==> config.mk <==
export PLATFORM = sky130hd
export DESIGN_NAME = genius_seq_player
export DESIGN_NICKNAME = d
export VERILOG_FILES = /design/src/rtl/genius_pkg.sv /design/src/rtl/genius_lfsr16.sv /design/src/rtl/genius_seq_player.sv
export SDC_FILE = /design/constraint.sdc
export NUM_CORES = 1
export LEC_CHECK = 0
export CELL_PAD_IN_SITES_DETAIL_PLACEMENT = 1
export CELL_PAD_IN_SITES_GLOBAL_PLACEMENT = 1
export CORE_MARGIN = 2
export CORE_UTILIZATION = 51
export DETAILED_ROUTE_END_ITERATION = 6
export DONT_BUFFER_PORTS = 1
export PLACE_DENSITY_LB_ADDON = 0.1
export SYNTH_ARGS = -nofsm -noshare
export SYNTH_HDL_FRONTEND = slang
export SYNTH_SLANG_ARGS = --single-unit
==> constraint.sdc <==
create_clock -name CLK -period 5.2 [get_ports CLK]
set_input_delay 1.56 -clock CLK [delete_from_list [all_inputs] [get_ports CLK]]
set_output_delay 1.56 -clock CLK [all_outputs]
set_load 0.05 [all_outputs]
==> src/rtl/genius_pkg.sv <==
// Shared definitions for the Genius sequence player: lamp codes,
// colour index type, LFSR mask, FSM states and the index->code map.
package genius_pkg;

    localparam logic [2:0] C_OFF  = 3'd0;
    localparam logic [2:0] GREEN  = 3'd2;
    localparam logic [2:0] RED    = 3'd3;
    localparam logic [2:0] BLUE   = 3'd4;
    localparam logic [2:0] YELLOW = 3'd6;
    localparam logic [2:0] POWER  = 3'd7;

    localparam logic [15:0] LFSR_MASK = 16'hB400;

    typedef logic [1:0] cidx_t;

    typedef enum logic [2:0] {
        S_IDLE,
        S_ON_START,
        S_ON_WAIT,
        S_OFF_START,
        S_OFF_WAIT,
        S_FINISH
    } state_t;

    function automatic logic [2:0] idx2code(input cidx_t i);
        logic [2:0] c;
        c = C_OFF;
        unique case (i)
            2'd0: c = GREEN;
            2'd1: c = RED;
            2'd2: c = BLUE;
            2'd3: c = YELLOW;
        endcase
        return c;
    endfunction

endpackage

==> src/rtl/genius_lfsr16.sv <==
// Free-running 16-bit Galois LFSR, advances every clock.
// Ports: clk, rst (sync, active-high, loads SEED), value (state out).
module genius_lfsr16
    import genius_pkg::*;
#(
    parameter logic [15:0] SEED = 16'hACE1
) (
    input  logic        clk,
    input  logic        rst,
    output logic [15:0] value
);

    always_ff @(posedge clk) begin
        if (rst) begin
            value <= SEED;
        end else begin
            value <= {1'b0, value[15:1]} ^ (value[0] ? LFSR_MASK : 16'h0000);
        end
    end

endmodule

==> src/rtl/genius_seq_player.sv <==
// Genius colour sequence store and playback sequencer.
// Inputs: CLK, RESET (sync), PLAY/EXTEND/CLEAR requests, END_1/END_2 timer
// expiries, RD_IDX read index. Outputs: START_1/START_2 timer starts, COLOR
// lamp code, RD_COLOR read data, LEN, BUSY, DONE, FULL.
// Optional: define GENIUS_NO_REPEAT_EN to avoid identical consecutive colours.
module genius_seq_player
    import genius_pkg::*;
#(
    parameter int          MAX_LEN   = 32,
    parameter logic [15:0] LFSR_SEED = 16'hACE1
) (
    input  logic                       CLK,
    input  logic                       RESET,
    input  logic                       PLAY,
    input  logic                       EXTEND,
    input  logic                       CLEAR,
    input  logic                       END_1,
    input  logic                       END_2,
    input  logic [$clog2(MAX_LEN)-1:0] RD_IDX,
    output logic                       START_1,
    output logic                       START_2,
    output logic [2:0]                 COLOR,
    output logic [2:0]                 RD_COLOR,
    output logic [$clog2(MAX_LEN):0]   LEN,
    output logic                       BUSY,
    output logic                       DONE,
    output logic                       FULL
);

    localparam int IW = $clog2(MAX_LEN);
    localparam int LW = IW + 1;

    state_t          state;
    state_t          state_nx;
    logic [IW-1:0]   idx;
    logic [LW-1:0]   len;
    cidx_t           seq [MAX_LEN];
    logic [15:0]     lfsr;
    logic            lfsr_unused;
    logic            do_clr;
    logic            do_app;
    logic            idx_clr;
    logic            idx_inc;
    logic            last;
    cidx_t           app_val;
    logic [2:0]      cur_code;

    genius_lfsr16 #(
        .SEED (LFSR_SEED)
    ) u_lfsr (
        .clk   (CLK),
        .rst   (RESET),
        .value (lfsr)
    );

    // only the two low bits pick a colour
    assign lfsr_unused = ^lfsr[15:2];

`ifdef GENIUS_NO_REPEAT_EN
    logic [IW-1:0] prev_i;
    assign prev_i = len[IW-1:0] - IW'(1);
    // bump a repeated colour to the next index so neighbours always differ
    assign app_val = (len != '0 && lfsr[1:0] == seq[prev_i])
                   ? lfsr[1:0] + 2'd1 : lfsr[1:0];
`else
    assign app_val = lfsr[1:0];
`endif

    assign FULL     = (len == LW'(MAX_LEN));
    assign LEN      = len;
    assign last     = ({1'b0, idx} == len - LW'(1));
    assign cur_code = idx2code(seq[idx]);
    assign RD_COLOR = ({1'b0, RD_IDX} < len) ? idx2code(seq[RD_IDX]) : C_OFF;

    always_comb begin
        state_nx = state;
        do_clr   = 1'b0;
        do_app   = 1'b0;
        idx_clr  = 1'b0;
        idx_inc  = 1'b0;
        START_1  = 1'b0;
        START_2  = 1'b0;
        DONE     = 1'b0;
        COLOR    = C_OFF;
        BUSY     = (state != S_IDLE);
        unique case (state)
            S_IDLE: begin
                if (PLAY) begin
                    if (len != '0) begin
                        idx_clr  = 1'b1;
                        state_nx = S_ON_START;
                    end else begin
                        state_nx = S_FINISH;
                    end
                end else if (EXTEND && !FULL) begin
                    do_app = 1'b1;
                end
            end
            S_ON_START: begin
                START_1  = 1'b1;
                COLOR    = cur_code;
                state_nx = S_ON_WAIT;
            end
            S_ON_WAIT: begin
                COLOR = cur_code;
                if (END_1) state_nx = S_OFF_START;
            end
            S_OFF_START: begin
                START_2  = 1'b1;
                state_nx = S_OFF_WAIT;
            end
            S_OFF_WAIT: begin
                if (END_2) begin
                    if (last) begin
                        state_nx = S_FINISH;
                    end else begin
                        idx_inc  = 1'b1;
                        state_nx = S_ON_START;
                    end
                end
            end
            S_FINISH: begin
                DONE     = 1'b1;
                state_nx = S_IDLE;
            end
            default: state_nx = S_IDLE;
        endcase
        // CLEAR wins over everything, in any state
        if (CLEAR) begin
            state_nx = S_IDLE;
            do_clr   = 1'b1;
            do_app   = 1'b0;
            idx_clr  = 1'b0;
            idx_inc  = 1'b0;
        end
    end

    always_ff @(posedge CLK) begin
        if (RESET) begin
            state <= S_IDLE;
            idx   <= '0;
            len   <= '0;
        end else begin
            state <= state_nx;
            if (do_clr) len <= '0;
            else if (do_app) len <= len + LW'(1);
            if (idx_clr) idx <= '0;
            else if (idx_inc) idx <= idx + IW'(1);
        end
    end

    always_ff @(posedge CLK) begin
        if (!RESET && do_app) seq[len[IW-1:0]] <= app_val;
    end

endmodule

Word-level counts from Yosys, hierarchy flattened

Memories as Yosys holds them, arrays and structs flattened. A register that Yosys moved wholly into a read port is not among the register bits.
Cells that the tools add are included.

Bits in registers: 30
Memory bits (writable): 64
Input port bits: 12
Output and inout port bits: 17
Logic and storage cells: 71
Memories kept: 1

Memory list:

| name | depth | bits a word | rd ports | clocked after memory_dff | write ports | RTL line                | source |
|---|---|---|---|---|---|---|---|
| seq  | 32    | 2           | 2        | 1                        | 1           | genius_seq_player.sv:37 | `cidx_t seq [MAX_LEN];` |

Add/sub/neg operators: 3
Magnitude comparators: 1
Eq/ne operators: 16
Multiplexer cells: 31
Bitwise logic cells: 1
Reduce and logical (&&, ||, !) cells: 14

Operators by type and width:

| operator                                                            | count |
|---|---|
| 3-bit case mux with 4 select lines                                  | 2 |
| 3-bit two-way mux                                                   | 7 |
| 1-bit two-way mux                                                   | 18 |
| 16-bit two-way mux                                                  | 1 |
| 15-bit by 16-bit bitwise XOR with 16-bit output                     | 1 |
| 3-bit case mux with 5 select lines                                  | 1 |
| 5-bit two-way mux                                                   | 2 |
| 2-bit == test (second input constant)                               | 4 |
| 2-bit OR reduction                                                  | 4 |
| 6-bit by 1-bit adder with 6-bit output (second input constant)      | 1 |
| 3-bit by 2-bit == test with 1-bit output (second input constant)    | 2 |
| 3-bit == test (second input constant)                               | 2 |
| 5-bit by 6-bit == test with 1-bit output                            | 1 |
| 6-bit == test (second input constant)                               | 1 |
| 5-bit by 6-bit less-than comparator with 1-bit output               | 1 |
| 2-bit != test (second input constant)                               | 3 |
| 6-bit nonzero test                                                  | 1 |
| 6-bit by 1-bit subtractor with 6-bit output (second input constant) | 1 |
| 5-bit by 1-bit adder with 5-bit output (second input constant)      | 1 |
| 2-bit by 1-bit == test with 1-bit output (second input constant)    | 2 |
| 2-bit zero test                                                     | 2 |
| 3-bit by 1-bit == test with 1-bit output (second input constant)    | 1 |
| 3-bit zero test                                                     | 1 |
| 3-bit AND reduction                                                 | 1 |
| other kinds (3)                                                     | 5 |

Logic depth before layout (Yosys ltp)

Gate-level depths: netlist of run 1.

Depth after elaboration: 10
Depth in mapped cells: 10
Depth with buffers taken out: 8

Modules after synthesis

Synthesis of run 1 repeated with hierarchy kept, for this count alone.

Cell total of the unflattened synthesis: 432
Area, all modules: 4898.4 um^2

Modules (own cells, without submodules):

| module            | times used | cells an instance | area an instance (um^2) | sequential area each (um^2) |
|---|---|---|---|---|
| genius_seq_player | 1          | 396               | 4435.5                  | 2302.2 |
| genius_lfsr16     | 1          | 36                | 462.9                   | 320.3 |

Least setup slack after synthesis of run 1

OpenSTA, ideal clock, no wires.

Kind: input-to-output
From: input RD_IDX[1]
To: output RD_COLOR[0]
Data arrival time: 3.941 ns
Data required time: 3.640 ns
Setup slack: -0.301 ns
Stages on the path: 6
Path buffers: 2
Cell sequence: clkbuf_1 -> buf_1 -> mux2i_1 -> a21oi_1 -> a311o_1 -> nor3_1

Word-level cells in the longest chain between the ends: 4
Elaborated cells between the ends (all ways): 8
Those cells by class: 1 x order compare; 3 x eq/ne; 2 x mux; 1 x reduce/logical; 1 x memory

Ends and longest elaborated chain:

| what                                        | RTL line                | source |
|---|---|---|
| start, declared                             | genius_seq_player.sv:19 | `input logic [$clog2(MAX_LEN)-1:0] RD_IDX,` |
| memory read 32 x 2 bit                      | n/a                     |  |
| 2-bit == test, or another cell as far along | genius_pkg.sv:28        | `unique case (i)` |
| 3-bit case mux with 4 select lines          | genius_pkg.sv:28        |  |
| 3-bit two-way mux *                         | genius_seq_player.sv:73 | `assign RD_COLOR = ({1'b0, RD_IDX} < len) ? idx2code(seq[RD_IDX]) : C_OFF;` |
| end, declared                               | genius_seq_player.sv:23 | `output logic [2:0] RD_COLOR,` |

Mark *: on every way between the ends. The rest lies on a longest branch, timed or not.

==> results of run 1 <==
## cells in the final DEF (no fill, tap or decap), drive strengths merged, types with 12 or more instances in the layout
master	synthesis	final
edfxtp	64	64
nor2	52	52
mux2i	51	51
dfxtp	35	35
nand2	23	23
nand3	20	20
nor2b	18	18
inv	10	13
a21oi	12	12
## worst max-delay path: stages, from the launching register on
cell     delay (ns)
dfxtp_1        0.83
buf_4          0.32
mux4_2         0.51
mux2i_1        0.28
nand2_1        0.10
mux2i_1        0.24
nor3_1         0.10
a31o_2         0.34
## registers in the layout (all words and copies together) (netlist names), named ones only
name / flops
LEN: 6
idx: 5
seq: 64
state: 3
u_lfsr.value: 16
## synth_stat cells, drive strengths merged (4+ instances only)
library cell / n / share of area [%]
nor3: 4 / 0.41
or2: 7 / 0.90
nand2b: 5 / 0.64
edfxtp: 64 / 39
clkbuf: 13 / 1.0
xor2: 5 / 0.90
nand3: 20 / 2.0
o21ai: 8 / 0.90
nor2b: 18 / 2.3
a22oi: 11 / 1.7
nor2: 52 / 4.0
dfxtp: 35 / 14
nand4: 7 / 0.90
a21oi: 12 / 1.2
a2111oi: 4 / 0.72
mux2i: 51 / 10
nand2: 23 / 1.8
mux4: 7 / 3.2
buf: 9 / 1.0
ha: 9 / 2.3
xnor2: 11 / 2.0
inv: 10 / 0.77
## cell type report
type | instances | share of cell area (%)
multi-input combinational | 299 | 41.2
inverter | 10 | 0.717
tap | 129 | 3.08
clock inverter | 6 | 1.29
clock buffer | 10 | 2.63
timing repair buffer | 7 | 1.00
sequential | 99 | 50.1
## logic make-up (layout without fill, tap and decap cells)
| kind of cell | after synthesis | in the layout | synth area share [%] |
|---|---|---|---|
| AND/OR/NAND/NOR | 159 | 159 | 16.7 |
| buffers and inverters | 32 | 33 | 2.76 |
| XOR/XNOR | 16 | 16 | 2.86 |
| multiplexers | 58 | 58 | 13.7 |
| adder cells (fa/ha/maj) | 9 | 9 | 2.30 |
| flip-flops | 99 | 99 | 53.6 |
| AO/OA/AOI/OAI | 57 | 57 | 8.13 |
## worst max path at each step
stage,start,endpoint
after floorplan,RD_IDX[1],RD_COLOR[0]
after global placement,RD_IDX[0],RD_COLOR[1]
after detailed placement,RD_IDX[0],RD_COLOR[1]
after CTS,register,COLOR[1]
after global routing,register,COLOR[1]
final,register,COLOR[1]
## metrics by stage
stage	hold WS [ns]	worst slack, ns	utilization [%]	std cells
global placement	0.394	0.663	54.2	544
CTS	0.425	0.513	56.4	560
detailed placement	0.398	0.614	54.2	544
floorplan	0.389	0.106	-	430
global route	0.435	0.364	56.4	560
finish	0.421	0.562	56.4	560
## power groups by stage
stage | Sequential, µW | Combinational (µW) | Clock [µW]
final | 859 | 96.3 | 495
after CTS | 860 | 96.2 | 505
after global placement | 876 | 93.4 | 0
after detailed placement | 877 | 95.5 | 0
after floorplan | 869 | 90.0 | 0
after global routing | 862 | 104 | 530
## per-layer routing
metal / vias up / global-route usage (%) / wire length, µm
met5: - / 0 / 0
met4: 0 / 8.10 / 103
met3: 6 / 3.83 / 751
met2: 84 / 41.8 / 6260
met1: 1707 / 33.9 / 5330
li1: 1579 / - / -
==> flow_summary.ini, run 1 <==
[worst_hold_path]
worstHoldPathType = reg2reg
min_path_cells = 1
min_to = u_lfsr.value[11]
min-delay-start = u_lfsr.value[12]

[placement]
gp_congestion = 0.838
place_area_um2 = 5030
portBuffers = 0
hpwl_um = 9190

[finish]
multi_input_area_um2 = 2150
design_area_um2 = 5230
layout.nets = 447
num_antenna_cells = 0
fill_cells = 1024
syn_to_final_growth_pct = 6.96
drive_above_1_share_pct = 10.9
seq_area_um2 = 2620

[power_and_ir_drop]
power.total_uw = 1450
clockPowerShare_pct = 34.1
seqPwrFrac_pct = 59.2
p_sw_share_pct = 25.1
p_switching_uw = 364
internal_power_uw = 1090
power_density_nw_per_um2 = 277
peakVddDrop_mv = 0.162
combPwrFrac_pct = 6.6
p_leak_uw = 0.00176

[clock_network]
root_buffer = clkbuf_8
cts_tree = built
post_cts_buffers = 0
ctsResizeCount = 0
clk_latency_ns = 0.36
clockBufferDepth = 2
path_clk_slew_ns = 0.10
cts_sinks = 99
cts_made_buffers = 9
postCtsHoldBufs = 0
cts-htree-levels = 3

[worst_setup_path]
worstPathMaxFanout = 12
cp.required_ns = 3.64
r2r_cells = 8
r2r_start = LEN[0]
crit_type = reg2out
endpoint_kind = output pin
r2r_slack_ns = 1.58
rr_endpoint = seq[11][0]
cp.arrival_ns = 3.08
critPathLaunchType = register

[logic_synthesis]
ys_warn_count = 0
synth_flop_cell = edfxtp_1
syn-cell-area_um2 = 4890
ys_ff_latch = 99
syn_inst = 430
seq_area_frac_synth_pct = 53.6
synth_fp_nets = 451
syn_avg_cell_area_um2 = 11.4
async_flop_share_pct = 0
synth-edff-count = 64
synth.distinct_cells = 51

[sta]
min_period_ns = 4.64
max_slew_margin_pct = 17.1
setup_violations = 0
tightest_slew_ns = 1.24
tns_ns = 0
rsz0062_at_grt = false
finalHoldViolCount = 0
finalMaxSlewViolations = 0
skew_ns = 0.00992
fmax_mhz = 216
fin_crit_sh_pct = 89.2

[routing]
drt_iter0_drc = 221
wl_per_cell_um = 22.2
ant_nets = 0
avgViaCountPerCell = 6.03
routed_wl_um = 12400
drt_first_pass_iters = 4
drc = 0
dr_total_vias = 3376

[run]
drv_cap = 0

[die]
die_area_um2 = 10400
start_util_pct = 52.7
die_w_um = 102
io_pins = 29
rows = 35
die_height_um = 102
core_um2 = 9280

[grt]
grt_pass1_wl_um = 19000
grt_pass1_vias = 3439
grt_max_degree = 38
antenna_found_initial = 0
overflow = 0
grt_usage_pct = 25.1

[status]
outcome = finished, final reports clean
Power figures use the tool's default switching activity.
==> run 2: changes to the inputs <==
==> constraint.sdc (replaced) <==
create_clock -name CLK -period 5.95 [get_ports CLK]
set_input_delay 1.785 -clock CLK [delete_from_list [all_inputs] [get_ports CLK]]
set_output_delay 1.785 -clock CLK [all_outputs]
set_load 0.05 [all_outputs]
==> run 2 against run 1 <==
  * Die area did not move
  * Wire length fell by 1.7%
  * First-iteration DRC count fell by 25%
  * Sequential cell count did not move
  * Global-route usage fell by 0.26 points
  * Total power fell by 12%
  * Sequential share of layout area rose by 0.12 points
  * Sequential power fell by 13%
  * Non-clock buffer count fell by 2
==> flow_summary.ini, run 2 (synthesis results as in run 1) <==
[status]
outcome = finished, final reports clean

[sta]
setup_ws_ns = 1.01
fmax_mhz = 203
tightest_slew_ns = 1.26
finalHoldViolCount = 0
fin_crit_sh_pct = 82.9
rsz0062_at_grt = false
max_slew_margin_pct = 15.8
finalMaxSlewViolations = 0
setup_violations = 0
tns_ns = 0
min_period_ns = 4.94
skew_ns = 0.0109
fin_hold_ws_ns = 0.424

[clock_network]
cts_tree = built
root_buffer = clkbuf_8
ctsResizeCount = 0
clk_latency_ns = 0.37
cts-htree-levels = 3
clockBufferDepth = 2
cts_sinks = 99
postCtsHoldBufs = 0
path_clk_slew_ns = 0.11
post_cts_buffers = 0
cts_made_buffers = 9

[grt]
grt_usage_pct = 24.8
grt_pass1_vias = 3582
overflow = 0
grt_max_degree = 38
antenna_found_initial = 0
grt_pass1_wl_um = 19200

[placement]
hpwl_um = 8960
gp_congestion = 0.853
place_ws_ns = 1.03
placed_cells = 542
portBuffers = 0

[finish]
drive_above_1_share_pct = 10.3
final_cell_mix = edfxtp_1 (64), nor2_1 (52), mux2i_1 (51), dfxtp_1 (35), nand2_1 (23)
num_antenna_cells = 0
fin_cells = 558
syn_to_final_growth_pct = 6.70
layout.nets = 445
largest_reg_flops = 64
final_common_cell = edfxtp_1

[power_and_ir_drop]
power_density_nw_per_um2 = 245
p_leak_uw = 0.00175
peakVddDrop_mv = 0.119

[routing]
wl_per_cell_um = 21.9
avgViaCountPerCell = 6.12
drt_first_pass_iters = 5
drt_iter0_drc = 166
drc = 0
routed_wl_um = 12200
ant_nets = 0
dr_total_vias = 3415

[die]
core_um2 = 9280
io_pins = 29
die_w_um = 102
start_util_pct = 52.7
die_height_um = 102
die_area_um2 = 10400
rows = 35

[worst_setup_path]
path_common_cell = a21oi_1
critPathLaunchType = input pin
endpoint_kind = output pin
critical-path-slowest-cell = a311o_1
worstPathMaxFanout = 15
worst_path_largest_cell_delay_ns = 0.38
crit_type = in2out
cp.arrival_ns = 3.15
cp.required_ns = 4.16
cp_cell_sequence = nor2b_1, a22oi_1, nand4b_1, a21oi_1, a311o_1, a21oi_1, buf_4

[run]
drv_cap = 0

[worst_hold_path]
worstHoldPathType = reg2reg
-- run 2: cell count changes in the layout (fill, tap and decap cells not counted) --
cell / delta
a21oi_2: -1
clkbuf_8: -1
clkbuf_16: +1
a21oi_1: +1
clkinv_4: -1
inv_6: +3
inv_8: -2
buf_4: -2
-- run 2: worst max-delay path: cells and delay by family --
kind	cells	cell delay (ns)
simple gates	2	0.40
buf+inv	1	0.22
compound gates	4	0.74
-- run 2: cell type report --
cell class                 instances  area [µm²]
multi-input combinational        299        2150
sequential                        99        2620
inverter                          10        37.5
fill                            1009        4060
clock inverter                     6        62.6
clock buffer                      10         149
tap                              129         161
timing repair buffer               5        37.5
-- run 2: worst paths after layout --
kind               startpoint          endpoint  slack, ns  cells after the start
min reg2reg  u_lfsr.value[12]  u_lfsr.value[11]       0.42                      1
max                 RD_IDX[0]       RD_COLOR[1]       1.01                      7
min          u_lfsr.value[12]  u_lfsr.value[11]       0.42                      1
max reg2reg            LEN[0]        seq[19][0]       2.34                      8
-- run 2: where the power goes --
part | leakage, µW | switching, µW | internal, µW | total [µW]
logic | 0.000772 | 49.6 | 34.9 | 84.6
clock network | 0.000108 | 254 | 189 | 444
registers | 0.000869 | 12.3 | 738 | 750
-- run 2: metal layers --
metal  vias to the layer above  wire, µm  global-route usage (%)
met4                         0       131                    5.95
met2                       111      6010                    41.8
met5                         -         0                       0
li1                       1579         -                       -
met3                        16       734                    5.54
met1                      1709      5360                    32.9
-- run 2: per-stage QoR --
stage / cell area, µm² / power, µW / utilization (%)
after floorplan: 4900 / 838 / -
after global placement: 5010 / 847 / 53.9
after detailed placement: 5010 / 850 / 53.9
after CTS: 5220 / 1290 / 56.2
after global routing: 5220 / 1320 / 56.2
final: 5220 / 1280 / 56.2
==> run 3: changes to the inputs <==
==> constraint.sdc (replaced) <==
create_clock -name CLK -period 4.7 [get_ports CLK]
set_input_delay 1.41 -clock CLK [delete_from_list [all_inputs] [get_ports CLK]]
set_output_delay 1.41 -clock CLK [all_outputs]
set_load 0.05 [all_outputs]
==> run 3 against run 2 <==
  * Clock-buffer cell count fell by 1
  * Combinational power increased by 29%
  * Clock power up 25%
  * Wire length is 2.5% higher
  * Critical path depth decreased by 1
  * Sequential power increased by 27%
  * Setup slack got worse by 0.63 ns
  * Clock skew increased by 0.00079 ns
  * Hold slack worse by 0.0051 ns
  * Non-clock buffer count is 6 higher
  * Global-route usage up 0.48 points
  * Utilization is 0.43 points higher
  * Critical path type unchanged
  * Critical endpoint unchanged
  * Highest routed layer unchanged
==> flow_summary.ini, run 3 (synthesis results as in run 1) <==
[sta]
skew_ns = 0.0116
tightest_slew_ns = 1.29
fmax_mhz = 232
fin_crit_sh_pct = 91.8
rsz0062_at_grt = false
setup_violations = 0
min_period_ns = 4.32
max_slew_margin_pct = 14.2
fin_hold_ws_ns = 0.419
finalHoldViolCount = 0
finalMaxSlewViolations = 0

[worst_setup_path]
crit_type = in2out
critical-path-slowest-cell = a2111oi_0
endpoint_kind = output pin
worstPathMaxFanout = 37
cp.required_ns = 3.29
worst_path_largest_cell_delay_ns = 0.58
critPathLaunchType = input pin
cp_cell_sequence = nor2b_1, a2111oi_0, o22ai_1, a211oi_1, a21oi_2, buf_4
cp.arrival_ns = 2.91

[die]
die_w_um = 102
rows = 35
io_pins = 29
start_util_pct = 52.7
core_um2 = 9280
die_height_um = 102
die_area_um2 = 10400

[routing]
drt_iter0_drc = 202
wl_per_cell_um = 22.2
drc = 0
avgViaCountPerCell = 6.10
dr_total_vias = 3443
ant_nets = 0
routed_wl_um = 12500
drt_first_pass_iters = 5

[power_and_ir_drop]
seqPwrFrac_pct = 58.9
clockPowerShare_pct = 34.4
internal_power_uw = 1190
p_switching_uw = 423
p_leak_uw = 0.00178
power_density_nw_per_um2 = 307
combPwrFrac_pct = 6.8
peakVddDrop_mv = 0.156
p_sw_share_pct = 26.2
power.total_uw = 1610

[clock_network]
root_buffer = clkbuf_8
cts_tree = built
cts_sinks = 99
ctsResizeCount = 0
post_cts_buffers = 0
clk_latency_ns = 0.37
postCtsHoldBufs = 0
path_clk_slew_ns = 0.10
cts_made_buffers = 9
clockBufferDepth = 2
cts-htree-levels = 3

[finish]
final_cell_mix = edfxtp_1 (64), nor2_1 (52), mux2i_1 (51), dfxtp_1 (35), nand2_1 (23)
num_antenna_cells = 0
final_common_cell = edfxtp_1
fin_cells = 564
layout.nets = 451
syn_to_final_growth_pct = 7.52
drive_above_1_share_pct = 11.7
largest_reg_flops = 64

[placement]
placed_cells = 548
hpwl_um = 9180
portBuffers = 0
gp_congestion = 0.854

[status]
outcome = finished, final reports clean

[grt]
overflow = 0
grt_pass1_wl_um = 19100
grt_pass1_vias = 3436
grt_usage_pct = 25.3
grt_max_degree = 38
antenna_found_initial = 0

[run]
drv_cap = 0

[worst_hold_path]
worstHoldPathType = reg2reg
run 3: cell types whose count changed in the layout (fill, tap and decap cells not counted), sizes merged:
cell,change
clkinv,+1
buf,+6
clkbuf,-1
run 3: stage by stage:
stage	cell area (µm²)	TNS [ns]	utilization, %	setup slack, ns
floorplan	4900	-0.126	-	-0.0945
global placement	5060	0	54.5	0.533
detailed placement	5060	0	54.5	0.431
CTS	5260	0	56.7	0.394
global route	5260	0	56.7	0.232
finish	5260	0	56.7	0.383
run 3: critical path: cells and delay by family:
family	cells	cell delay, ns
buffers and inverters	1	0.21
AO/OA/AOI/OAI	4	1.23
AND/OR/NAND/NOR	1	0.04
run 3: area by class of cell:
type / instances / area (µm²)
well taps: 129 / 161
repair buffers: 11 / 82.6
inverters: 10 / 37.5
multi-input cells: 299 / 2150
clock inverters: 7 / 78.8
fillers: 1013 / 4020
flip-flops and latches: 99 / 2620
clock buffers: 9 / 124
run 3: layer usage:
layer	global-route usage [%]	vias up	routed length (µm)
met5	0	-	0
met4	8.92	0	282
met3	5.27	25	691
met2	40.6	99	6020
met1	34.3	1723	5550
li1	-	1596	-
run 3: final timing paths:
| check | from | to | slack, ns | cells past startpoint |
|---|---|---|---|---|
| hold / removal | u_lfsr.value[6] | u_lfsr.value[5] | 0.42 | 1 |
| setup reg to reg | LEN[0] | seq[5][1] | 1.17 | 8 |
| hold reg to reg | u_lfsr.value[6] | u_lfsr.value[5] | 0.42 | 1 |
| setup / recovery | RD_IDX[1] | RD_COLOR[1] | 0.38 | 6 |
run 3: power groups by stage:
| stage | combinational, µW | sequential, µW | clock, µW |
|---|---|---|---|
| global route | 117 | 953 | 596 |
| finish | 109 | 950 | 555 |
| global placement | 105 | 969 | 0 |
| floorplan | 99.6 | 962 | 0 |
| CTS | 109 | 950 | 565 |
| detailed placement | 109 | 970 | 0 |
